<file path="src/rtl/watch_set_ctrl.sv">
// watch_set_ctrl: time-set controller for the watch datapath.
// Freezes the watch, edits shadow fields, commits with one load strobe.

// Wrapping up/down step for one shadow field whose legal range is 0..MAX.
module watch_set_field #(
   parameter int           W   = 6,
   parameter logic [W-1:0] MAX = '0
) (
   input  logic [W-1:0] i_v,
   input  logic         i_up,
   input  logic         i_dn,
   output logic [W-1:0] o_v
);

   // Out-of-range values normalize on the first edit in either direction.
   always_comb begin
      o_v = i_v;
      if (i_up && !i_dn) begin
         o_v = (i_v >= MAX) ? '0 : i_v + 1'b1;
      end else if (i_dn && !i_up) begin
         o_v = (i_v == '0 || i_v > MAX) ? MAX : i_v - 1'b1;
      end
   end

endmodule

module watch_set_ctrl #(
   parameter int                   P_COUNT_BIT   = 30,
   parameter logic [P_COUNT_BIT-1:0] P_TIMEOUT_CYC = 30'd100000000,
   parameter int                   P_SEC_BIT     = 6,
   parameter int                   P_MIN_BIT     = 6,
   parameter int                   P_HOUR_BIT    = 5,
   parameter int                   P_DAY_BIT     = 9,
   parameter int                   P_YEAR_BIT    = 12
) (
   input  logic                  clk,
   input  logic                  reset,
   input  logic                  i_btn_mode,
   input  logic                  i_btn_up,
   input  logic                  i_btn_down,
   input  logic                  i_btn_cancel,
   input  logic [P_SEC_BIT-1:0]  i_cur_sec,
   input  logic [P_MIN_BIT-1:0]  i_cur_min,
   input  logic [P_HOUR_BIT-1:0] i_cur_hour,
   input  logic [P_DAY_BIT-1:0]  i_cur_day,
   input  logic [P_YEAR_BIT-1:0] i_cur_year,
   output logic                  o_run_en,
   output logic                  o_load,
   output logic [P_SEC_BIT-1:0]  o_set_sec,
   output logic [P_MIN_BIT-1:0]  o_set_min,
   output logic [P_HOUR_BIT-1:0] o_set_hour,
   output logic [P_DAY_BIT-1:0]  o_set_day,
   output logic [P_YEAR_BIT-1:0] o_set_year,
   output logic [2:0]            o_field_sel
);

   localparam logic [P_SEC_BIT-1:0]  SEC_MAX  = P_SEC_BIT'(59);
   localparam logic [P_MIN_BIT-1:0]  MIN_MAX  = P_MIN_BIT'(59);
   localparam logic [P_HOUR_BIT-1:0] HOUR_MAX = P_HOUR_BIT'(23);
   localparam logic [P_DAY_BIT-1:0]  DAY_MAX  = P_DAY_BIT'(364);
   localparam logic [P_YEAR_BIT-1:0] YEAR_MAX = P_YEAR_BIT'(4095);

   localparam logic                   TMO_EN   = (P_TIMEOUT_CYC != '0);
   localparam logic [P_COUNT_BIT-1:0] TMO_LAST = P_TIMEOUT_CYC - 1'b1;

   typedef enum logic [2:0] {
      S_RUN,
      S_YEAR,
      S_DAY,
      S_HOUR,
      S_MIN,
      S_SEC,
      S_LOAD
   } state_t;

   state_t                  state_q, state_d;
   logic [P_COUNT_BIT-1:0]  cnt_q, cnt_d;
   logic [P_SEC_BIT-1:0]    sec_q, sec_d, sec_nxt;
   logic [P_MIN_BIT-1:0]    min_q, min_d, min_nxt;
   logic [P_HOUR_BIT-1:0]   hour_q, hour_d, hour_nxt;
   logic [P_DAY_BIT-1:0]    day_q, day_d, day_nxt;
   logic [P_YEAR_BIT-1:0]   year_q, year_d, year_nxt;
   logic                    run_en_q, run_en_d;
   logic                    load_q, load_d;
   logic [2:0]              sel_q, sel_d;

   logic any_btn;
   logic in_set_q;
   logic in_set_d;
   logic capture;
   logic edit_ok;
   logic tmo_hit;

   assign any_btn  = i_btn_mode | i_btn_up | i_btn_down | i_btn_cancel;
   assign in_set_q = (state_q != S_RUN) && (state_q != S_LOAD);
   assign in_set_d = (state_d != S_RUN) && (state_d != S_LOAD);
   assign capture  = (state_q == S_RUN) && i_btn_mode;
   assign edit_ok  = in_set_q && !i_btn_cancel && !i_btn_mode;
   assign tmo_hit  = TMO_EN && (cnt_q == TMO_LAST);

   watch_set_field #(.W(P_YEAR_BIT), .MAX(YEAR_MAX)) u_year (
      .i_v  (year_q),
      .i_up (edit_ok && state_q == S_YEAR && i_btn_up),
      .i_dn (edit_ok && state_q == S_YEAR && i_btn_down),
      .o_v  (year_nxt)
   );

   watch_set_field #(.W(P_DAY_BIT), .MAX(DAY_MAX)) u_day (
      .i_v  (day_q),
      .i_up (edit_ok && state_q == S_DAY && i_btn_up),
      .i_dn (edit_ok && state_q == S_DAY && i_btn_down),
      .o_v  (day_nxt)
   );

   watch_set_field #(.W(P_HOUR_BIT), .MAX(HOUR_MAX)) u_hour (
      .i_v  (hour_q),
      .i_up (edit_ok && state_q == S_HOUR && i_btn_up),
      .i_dn (edit_ok && state_q == S_HOUR && i_btn_down),
      .o_v  (hour_nxt)
   );

   watch_set_field #(.W(P_MIN_BIT), .MAX(MIN_MAX)) u_min (
      .i_v  (min_q),
      .i_up (edit_ok && state_q == S_MIN && i_btn_up),
      .i_dn (edit_ok && state_q == S_MIN && i_btn_down),
      .o_v  (min_nxt)
   );

   watch_set_field #(.W(P_SEC_BIT), .MAX(SEC_MAX)) u_sec (
      .i_v  (sec_q),
      .i_up (edit_ok && state_q == S_SEC && i_btn_up),
      .i_dn (edit_ok && state_q == S_SEC && i_btn_down),
      .o_v  (sec_nxt)
   );

   // Next state: cancel beats mode beats edits; timeout only on quiet cycles.
   always_comb begin
      state_d = state_q;
      unique case (state_q)
         S_RUN:  if (i_btn_mode) state_d = S_YEAR;
         S_LOAD: state_d = S_RUN;
         default: begin
            if (i_btn_cancel) begin
               state_d = S_RUN;
            end else if (i_btn_mode) begin
               unique case (state_q)
                  S_YEAR:  state_d = S_DAY;
                  S_DAY:   state_d = S_HOUR;
                  S_HOUR:  state_d = S_MIN;
                  S_MIN:   state_d = S_SEC;
                  default: state_d = S_LOAD;
               endcase
            end else if (!any_btn && tmo_hit) begin
               state_d = S_RUN;
            end
         end
      endcase
   end

   // Inactivity counter, shadow capture/edit and registered output values.
   always_comb begin
      cnt_d = '0;
      if (TMO_EN && in_set_d && !any_btn && state_d == state_q) begin
         cnt_d = cnt_q + 1'b1;
      end

      year_d = capture ? i_cur_year : year_nxt;
      day_d  = capture ? i_cur_day  : day_nxt;
      hour_d = capture ? i_cur_hour : hour_nxt;
      min_d  = capture ? i_cur_min  : min_nxt;
      sec_d  = capture ? i_cur_sec  : sec_nxt;

      run_en_d = (state_d == S_RUN);
      load_d   = (state_d == S_LOAD);
      unique case (state_d)
         S_YEAR:  sel_d = 3'd1;
         S_DAY:   sel_d = 3'd2;
         S_HOUR:  sel_d = 3'd3;
         S_MIN:   sel_d = 3'd4;
         S_SEC:   sel_d = 3'd5;
         default: sel_d = 3'd0;
      endcase
   end

   // State, counter, shadows and outputs; reset parks in RUN, watch stopped.
   always_ff @(posedge clk or posedge reset) begin
      if (reset) begin
         state_q  <= S_RUN;
         cnt_q    <= '0;
         year_q   <= '0;
         day_q    <= '0;
         hour_q   <= '0;
         min_q    <= '0;
         sec_q    <= '0;
         run_en_q <= 1'b0;
         load_q   <= 1'b0;
         sel_q    <= 3'd0;
      end else begin
         state_q  <= state_d;
         cnt_q    <= cnt_d;
         year_q   <= year_d;
         day_q    <= day_d;
         hour_q   <= hour_d;
         min_q    <= min_d;
         sec_q    <= sec_d;
         run_en_q <= run_en_d;
         load_q   <= load_d;
         sel_q    <= sel_d;
      end
   end

   assign o_run_en    = run_en_q;
   assign o_load      = load_q;
   assign o_field_sel = sel_q;
   assign o_set_year  = year_q;
   assign o_set_day   = day_q;
   assign o_set_hour  = hour_q;
   assign o_set_min   = min_q;
   assign o_set_sec   = sec_q;

endmodule

</file>
<file path="config.mk">
export PLATFORM = sky130hd
export DESIGN_NAME = watch_set_ctrl
export DESIGN_NICKNAME = d
export VERILOG_FILES = /design/src/rtl/watch_set_ctrl.sv
export SDC_FILE = /design/constraint.sdc
export NUM_CORES = 1
export LEC_CHECK = 0
export ABC_CLOCK_PERIOD_IN_PS = 6850
export CORE_MARGIN = 2
export CORE_UTILIZATION = 50
export CTS_CLUSTER_SIZE = 10
export DETAILED_ROUTE_END_ITERATION = 8
export GPL_ROUTABILITY_DRIVEN = 1
export PLACE_DENSITY = 0.81
export SYNTH_ARGS = -nofsm -noshare
export SYNTH_HDL_FRONTEND = slang
export SYNTH_SLANG_ARGS = --single-unit
export TNS_END_PERCENT = 100
</file>
<file path="constraint.sdc">
create_clock -name clk -period 6.85 [get_ports clk]
set_clock_uncertainty 0.05 [all_clocks]
set_input_delay 1.0275 -clock clk [delete_from_list [all_inputs] [get_ports clk]]
set_output_delay 1.0275 -clock clk [all_outputs]
set_load 0.03 [all_outputs]
</file>
==> results.sh <==
export IMPL_status="completed"
export IMPL_layout_drive_gt1_share_pct=6.283
export IMPL_dieHeight_um=111.1
export IMPL_fin_crit_ns=3.327
export IMPL_crit_type="in -> reg"
export IMPL_ys_flop_type="dfrtp_1"
export IMPL_cts_buffers=9
export IMPL_power_leakage_nw=2.685
export IMPL_required_ns=7.02
export IMPL_synth_area_sq_um=5736
export IMPL_wl_per_cell_um=16.89
export IMPL_post_cts_buffers=0
export IMPL_drt_iter0_markers=384
export IMPL_synthCells=698
export IMPL_vias=5679
export IMPL_crit_path_end_kind="flop"
export IMPL_gp_congestion=0.9549
export IMPL_min_path_type="reg -> reg"
export IMPL_slew_viol_final=0
export IMPL_hold_viol=0
export IMPL_yosysSeqAreaShare_pct=33.16
export IMPL_portBuffers=86
export IMPL_drt_wl_total_um=15320
export IMPL_final_nets=818
export IMPL_syn_area_per_cell_sq_um=8.217
export IMPL_row_count=39
export IMPL_top_level_ports=87
export IMPL_h_tree_depth=3
export IMPL_grt_use_total_pct=25.38
export IMPL_seqCellArea_sq_um=1902
export IMPL_post_route_drc_count=0
export IMPL_syn_to_final_growth_pct=20.35
export IMPL_holdWs_ns=0.4186
export IMPL_syn_nets=757
export IMPL_setup_viol=0
export IMPL_ys_ff_latch=76
export IMPL_n_antenna_cell=0
export IMPL_grtUsageMet3_pct=4.046
export IMPL_dieArea_sq_um=12340
export IMPL_use_met2_pct=39.88
export IMPL_overflow=0
export IMPL_cts_resized_gates=0
export IMPL_cellPowerDensity_nw_per_um2=357.9
export IMPL_netlist_cell_type_count=74
export IMPL_path_common_cell="nor4b_2"
export IMPL_antenna_found_initial=0
export IMPL_rsz0062_at_grt="false"
export IMPL_max_stage_delay_ns=0.68
export IMPL_clk_pin_slew_ns=0.06
export IMPL_postRouteAntennaNets=0
export IMPL_initial_utilization_pct=50.66
export IMPL_hpwlAfterDp_um=10560
export IMPL_layout_common_cells="clkdlybuf4s50_1 (86), dfrtp_1 (76), nor2_1 (72), nand2_1 (52), a21oi_1 (49)"
export IMPL_grt_busiest_layer="met2"
export IMPL_clock_path_buffers=2
export IMPL_clk_latency_ns=0.34
export IMPL_critPathSlowestCell="clkdlybuf4s50_1"
export IMPL_placed_area_sq_um=6636
export IMPL_vdd_drop_max_mv=0.2161
export IMPL_yosysWarningCount=0
export IMPL_first_pass_iters=5
export IMPL_final_common_cell="clkdlybuf4s50_1"
export IMPL_fillCellCount=971
export IMPL_finalSetupTns_ns=0
export IMPL_grt_util_met1_pct=34.55
export IMPL_async_flop_share_pct=100.0
export IMPL_dieWidth_um=111.1
export IMPL_multiInputGateArea_sq_um=3538
export IMPL_core_area_sq_um=11320
export IMPL_grt_max_degree=77
export IMPL_synth_edf_count=0
export IMPL_finalCritPeriodShare_pct=48.57
export IMPL_cp_cell_sequence="clkdlybuf4s50_1 -> nor4b_2 -> buf_4 -> nand2_1 -> a21oi_1 -> nor4b_2 -> o21ai_1"
export IMPL_cts_hold_buf=0
export IMPL_cp_arrival_ns=3.50
export IMPL_slew_headroom_pct=34.71
export IMPL_root_buffer="clkbuf_16"
export IMPL_design_area_sq_um=6903
export IMPL_crit_path_max_fanout=17
export IMPL_tightest_slew_ns=0.9794
export IMPL_routed_via_density=6.261
export IMPL_max_freq_mhz=300.5
export IMPL_grt_pass1_wl_um=26190
export IMPL_cts_tree="built"
export IMPL_maxCapViolCount=0
export IMPL_start_kind="input port"
export IMPL_first_global_vias=5459
export IMPL_cts_sinks=76
path summary, 6_finish.rpt:
kind	cells after the start	slack [ns]	to	from
worst max-delay path	7	3.52	o_set_year[6]	i_btn_mode
min in group asynchronous	3	1.26	o_set_day[3]	reset
worst max register to register	5	4.10	o_set_year[2]	state_q[0]
worst min-delay path	1	0.42	cnt_q[0]	cnt_q[0]
worst min register to register	1	0.42	cnt_q[0]	cnt_q[0]
max in group asynchronous	3	4.86	cnt_q[5]	reset
cells in the mapped netlist, types with 5 or more instances:
cell	instances	area, sq um
nor4_2	5	62.56
o211ai_1	12	90.09
nor2b_1	5	31.28
a22oi_1	5	37.54
xnor2_1	18	157.7
a31oi_1	12	75.07
and4_1	8	70.07
inv_1	29	108.9
or3_1	14	87.58
a211oi_1	5	37.54
o21ai_1	9	45.04
o21ai_0	31	155.2
o22ai_1	17	106.4
ha_1	15	187.7
nand3_1	43	215.2
o21a_1	5	37.54
xor2_1	32	280.3
clkbuf_1	24	90.09
nor4_1	7	43.79
dfrtp_1	76	1902
nor2_1	72	270.3
nor3_1	20	100.1
a21oi_1	49	245.2
nand2b_1	6	37.54
nand4_1	16	100.1
buf_2	13	65.06
nand2_1	52	195.2
nor3b_1	7	52.55
and3_1	7	43.79
per-layer routing:
metal / vias up / wire length, um
li1: 2693 / -
met1: 2708 / 6700
met2: 239 / 7337
met3: 39 / 891
met4: 0 / 386
met5: - / 0
sequential cells by signal, summed over array words and instances, names as in the netlist:
register and count:
o_run_en 1, o_set_day 9, o_load 1, state_q 3
o_set_min 6, o_field_sel 3, o_set_hour 5, o_set_sec 6
o_set_year 12, cnt_q 30
layout make-up:
cell class | instances | area share, %
Tap cell | 143 | 2.592
Timing Repair Buffer | 93 | 13.23
Clock buffer | 11 | 3.371
Multi-Input combinational cell | 550 | 51.26
Sequential cell | 76 | 27.55
Inverter | 29 | 1.577
Clock inverter | 5 | 0.4169
critical path: cells and delay by family:
kind,cells,cell delay (ns)
AO/OA/AOI/OAI,2,0.67
buffers and inverters,2,0.91
AND/OR/NAND/NOR,3,0.89
cell families after synthesis:
kind of cell,synth area share [%]
simple gates,28.95
compound gates,20.90
flops,33.16
buf+inv,5.388
xor+xnor,7.635
fa+ha+maj,3.272
mux,0.6981
per-stage QoR:
| stage | instances | worst slack, ns | total power [mW] | util [%] |
|---|---|---|---|---|
| final | 907 | 3.523 | 2.471 | 60.97 |
| after global routing | 907 | 3.283 | 2.637 | 60.97 |
| after CTS | 907 | 3.423 | 2.463 | 60.93 |
| after detailed placement | 891 | 3.065 | 2.019 | 58.62 |
| after global placement | 891 | 3.157 | 1.980 | 58.62 |
| after floorplan | 698 | 3.834 | 1.620 | - |
report_power, final:
group | internal, mW | switching (mW)
registers | 0.551 | 0.276
clock network | 0.244 | 0.193
logic | 0.523 | 0.684
total | 1.32 | 1.15
Power figures use the tool's default switching activity.
==> RTL edit 1: new RTL, same flow settings <==
Change the parameter `P_YEAR_BIT` from 12 to 11.
--- a/src/rtl/watch_set_ctrl.sv
+++ b/src/rtl/watch_set_ctrl.sv
@@ -31,7 +31,7 @@
    parameter int                   P_MIN_BIT     = 6,
    parameter int                   P_HOUR_BIT    = 5,
    parameter int                   P_DAY_BIT     = 9,
-   parameter int                   P_YEAR_BIT    = 12
+   parameter int                   P_YEAR_BIT    = 11
 ) (
    input  logic                  clk,
    input  logic                  reset,
Interface: changed (resized i_cur_year and o_set_year); port bits go from 87 to 85. No check against the original RTL was run, so the function may have changed too.
==> RTL edit 1 against the original RTL <==
- sequential power increased by 2%
- final cell count down 3.0%
- synthesized area fell by 3.3%
- setup slack worse by 390 ps
- sequential cell count decreased by 1
- cell area decreased by 4.5%
- wire length down 1.9%
- total power down 3.8%
- critical endpoint is now o_set_year[2]
==> RTL edit 1: results (changes against the original RTL) <==
STATUS
--------------------------------------------------------------------------------
Result of the run .................................................    completed

CLOCKING
--------------------------------------------------------------------------------
Root buffer selected by CTS ....................................... sky130_fd_sc_hd__clkbuf_8
Clock transition at path regs .....................................        90 ps   +30 ps

ROUTING
--------------------------------------------------------------------------------
Via Count .........................................................         5605   -1.3%
DR iter-0 viols ...................................................          582   +52%
Average vias per placed instance ..................................         6.37   +1.7%

STA
--------------------------------------------------------------------------------
Shortest clock period the worst path allows after layout ..........      3710 ps   +386 ps
Hold WS ...........................................................       435 ps   +16.5 ps

POWER AND IR DROP
--------------------------------------------------------------------------------
Standby leakage power .............................................   0.00256 uW   -4.8%
Part of the total power dissipated in sequential elements .........        35.5%   +2.0 points
Clock network fraction of total power .............................        15.1%   -2.6 points
Max VDD drop ......................................................   0.000236 V   +9.0%

YOSYS
--------------------------------------------------------------------------------
Top cells by area in the synthesized netlist ...................... sky130_fd_sc_hd__dfrtp_1 34%, sky130_fd_sc_hd__o21ai_0 5.4%, sky130_fd_sc_hd__a21oi_1 4.8%
Synthesized area divided by synthesized cell count ................     8.13 um2   -1.1%
Sequential element share of the synthesized area ..................        33.9%   +0.69 points

GLOBAL ROUTING
--------------------------------------------------------------------------------
Overall fraction of global-route tracks in use ....................        25.6%   +0.23 points

WORST SETUP PATH
--------------------------------------------------------------------------------
Worst path slowest cell ........................................... sky130_fd_sc_hd__nor4b_2
Termination of the worst setup path ............................... o_set_year[2]
Kind of cell adding the most delay to the critical path ........... simple AND/OR/NAND/NOR gates
Register-to-Register Setup Slack ..................................      4150 ps   +50 ps

PLACE
--------------------------------------------------------------------------------
Total placed instance area ........................................     6390 um2   -3.7%
Post-detail-place hpwl ............................................      10.4 mm   -1.8%
Worst Setup Slack post-DPL ........................................      2860 ps   -208 ps

FINAL LAYOUT
--------------------------------------------------------------------------------
Number of nets in the final layout ................................          792   -3.2%
Fraction of final layout cells with drive strength greater than 1 .        5.27%   -1.0 points

## RTL edit 1: area by class of cell
type / count / area (um2)
clock buffer: 9 / 124
sequential: 75 / 1880
clock inverter: 7 / 75.1
inverter: 25 / 93.8
tap: 140 / 175
fill: 950 / 4250
multi-input combinational: 536 / 3380
timing repair buffer: 88 / 868
## RTL edit 1: cells by family (layout without fill, tap and decap cells)
group | count (synthesis) | count (layout) | synth area share, %
AO/OA/AOI/OAI | 207 | 207 | 23.6
XOR/XNOR | 47 | 47 | 7.43
adder cells (fa/ha/maj) | 14 | 14 | 3.16
buffers and inverters | 71 | 129 | 5.44
flip-flops | 75 | 75 | 33.9
multiplexers | 3 | 3 | 0.632
AND/OR/NAND/NOR | 265 | 265 | 25.9
## RTL edit 1: layer usage
layer	up-vias	part of all wire, %	track usage, %
met3	21	7.3	4.21
met1	2686	44	36.0
met4	0	1.3	8.23
met2	252	47	40.5
li1	2646	-	-
met5	-	0	0
==> RTL edit 2: new RTL, same flow settings <==
Made on the original files. Put one more register stage on the output `o_set_day`, cleared by the reset. The value now appears one clock later. The other outputs are not delayed to match.
--- a/src/rtl/watch_set_ctrl.sv
+++ b/src/rtl/watch_set_ctrl.sv
@@ -213,7 +213,13 @@
    assign o_load      = load_q;
    assign o_field_sel = sel_q;
    assign o_set_year  = year_q;
-   assign o_set_day   = day_q;
+   always_ff @(posedge clk or posedge reset) begin
+      if (reset) begin
+         o_set_day <= '0;
+      end else begin
+         o_set_day <= day_q;
+      end
+   end
    assign o_set_hour  = hour_q;
    assign o_set_min   = min_q;
    assign o_set_sec   = sec_q;
Function: changed (a bounded check fails within 4 cycles, from zero or initial values and one cycle with reset high).
==> RTL edit 2 against the original RTL <==
- the flow now finishes with violations (design-rule violations)
- non-clock buffer count fell by 4
- fmax fell by 11%
- cell area rose by 2.6%
- sequential cell count rose by 9
- total power fell by 9.7%
- setup slack got worse by 430 ps
- wire length fell by 0.40%
- sequential share of layout area rose by 2.5 points
- die area rose by 3.5%
- critical path type unchanged
- synthesized area rose by 3.7%
==> RTL edit 2: results (changes against the original RTL) <==
STATUS
------------------------------------------------------------------------------------
Result of the run ..................................................... finished, violations left
Violations in the final reports ....................................... design-rule violations

ROUTING
------------------------------------------------------------------------------------
Post-DR wirelength/cell ...............................................      16.8 um   -0.73%
Residual DRC ..........................................................            6   +6
DR iter-0 viols .......................................................          529   +38%
Average vias per placed instance ......................................         6.25   -0.22%
TritonRoute pass-1 iters ..............................................            9   +4

CLOCKING
------------------------------------------------------------------------------------
Root buffer selected by CTS ........................................... sky130_fd_sc_hd__clkbuf_16
Post-CTS Setup Repair Bufs ............................................            0   unchanged
Clock transition at path regs .........................................        70 ps
Insertion delay of the later-clocked pin in the worst-skew pair .......       350 ps
H-tree levels .........................................................            3   unchanged
TritonCTS Buffers .....................................................            9   unchanged

FINAL LAYOUT
------------------------------------------------------------------------------------
Largest register by flop count ........................................        cnt_q
Non-filler cells, final ...............................................          910   +0.33%
Fraction of final layout cells with drive strength greater than 1 .....        4.56%   -1.7 points
Number of nets in the final layout ....................................          821   +0.37%

WORST SETUP PATH
------------------------------------------------------------------------------------
Register-to-Register Setup Slack ......................................      4030 ps   -70 ps
Origin of the critical flop-to-flop path ..............................   state_q[2]
CP max FO .............................................................           30   +13
Worst path slowest cell ............................................... sky130_fd_sc_hd__nand3b_1
Data arrival time of the critical path ................................      3890 ps   +390 ps
Biggest cell delay along the critical path ............................       890 ps   +210 ps

YOSYS
------------------------------------------------------------------------------------
Proportion of synthesized flip-flops having asynchronous set or reset .         100%   unchanged
Leading cell types by count after synthesis ........................... 85 x sky130_fd_sc_hd__dfrtp_1, 71 x sky130_fd_sc_hd__nor2_1, 44 x sky130_fd_sc_hd__nand2_1
Sequential element share of the synthesized area ......................        35.8%   +2.6 points
Top cells by area in the synthesized netlist .......................... sky130_fd_sc_hd__dfrtp_1 36%, sky130_fd_sc_hd__xnor2_1 4.6%, sky130_fd_sc_hd__nor2_1 4.5%
Yosys cell types ......................................................           71   -4.1%
Mapped Nets ...........................................................          774   +2.2%
Gate count after technology mapping ...................................          715   +2.4%

POWER AND IR DROP
------------------------------------------------------------------------------------
Standby leakage power .................................................   0.00276 uW   +2.6%
Max VDD drop ..........................................................   0.000189 V   -13%

GLOBAL ROUTING
------------------------------------------------------------------------------------
Global-route wire length before repair ................................      25.3 mm   -3.3%
Antenna violations before repair ......................................            0   unchanged
Overall fraction of global-route tracks in use ........................        24.2%   -1.1 points
Largest net degree at the start of global routing .....................           86   +12%
Number of global-route vias before repair .............................         5295   -3.0%

PLACE
------------------------------------------------------------------------------------
Number of cells in the design after placement .........................          894   +0.34%
Post-detail-place hpwl ................................................      10.7 mm   +1.5%
Global placement routability congestion ...............................        0.915   -4.1%
Total placed instance area ............................................     6790 um2   +2.3%

STA
------------------------------------------------------------------------------------
Hold WS ...............................................................       410 ps   -8.42 ps
Worst slew margin relative to its limit ...............................        24.1%   -11 points

-- RTL edit 2: cell count changes after synthesis, moves of 9 or more --
cell,change
sky130_fd_sc_hd__nor4_1,+9
sky130_fd_sc_hd__xnor2_1,+13
sky130_fd_sc_hd__nand3_1,-11
sky130_fd_sc_hd__or3_1,-9
sky130_fd_sc_hd__dfrtp_1,+9
sky130_fd_sc_hd__a21oi_1,-9
sky130_fd_sc_hd__clkbuf_1,+12
-- RTL edit 2: cells by family (layout without fill, tap and decap cells) --
group / Yosys count / count (layout) / synth area share, %
compound gates: 183 / 183 / 20.3
buf+inv: 80 / 132 / 5.49
xor+xnor: 55 / 55 / 8.10
simple gates: 293 / 293 / 26.5
fa+ha+maj: 16 / 16 / 3.32
flops: 85 / 85 / 35.8
mux: 3 / 3 / 0.547
-- RTL edit 2: metrics by stage --
stage / util (%) / setup WS (ps)
after global routing: 61.5 / 2920
final: 61.5 / 3100
after global placement: 58.9 / 2990
after detailed placement: 58.9 / 2770
after CTS: 61.5 / 3140
after floorplan: - / 3580
-- RTL edit 2: layer usage --
metal	vias to the layer above	GRT usage [%]	part of all wire [%]
met2	212	37.9	47
met1	2733	33.4	45
met5	-	0	0
met4	0	9.19	1.7
li1	2721	-	-
met3	19	4.87	6.6
-- RTL edit 2: worst max-delay path, delay by kind of cell --
family	cells	cell delay, ps
and+or+nand+nor	5	2230
buffers and inverters	1	630
-- RTL edit 2: final cells by class --
cell class	instances	area [um2]
Multi-Input combinational cell	550	3490
Clock buffer	9	225
Clock inverter	7	73.8
Inverter	27	103
Tap cell	143	179
Sequential cell	85	2130
Timing Repair Buffer	89	883
Fill cell	977	4430
-- RTL edit 2: final timing paths --
| kind | to | cells after the start |
|---|---|---|
| max | cnt_q[3] | 6 |
| min | cnt_q[0] | 1 |
| max reg2reg | o_set_year[3] | 5 |
| min reg2reg | cnt_q[0] | 1 |
| max in group asynchronous | o_set_day[6] | 3 |
| min in group asynchronous | day_q[8] | 3 |
-- RTL edit 2: power by group --
group          total, uW  internal [uW]  switching (uW)
Clock                496            284             212
Combinational        911            403             508
Sequential           823            597             225
Total               2230           1290             945
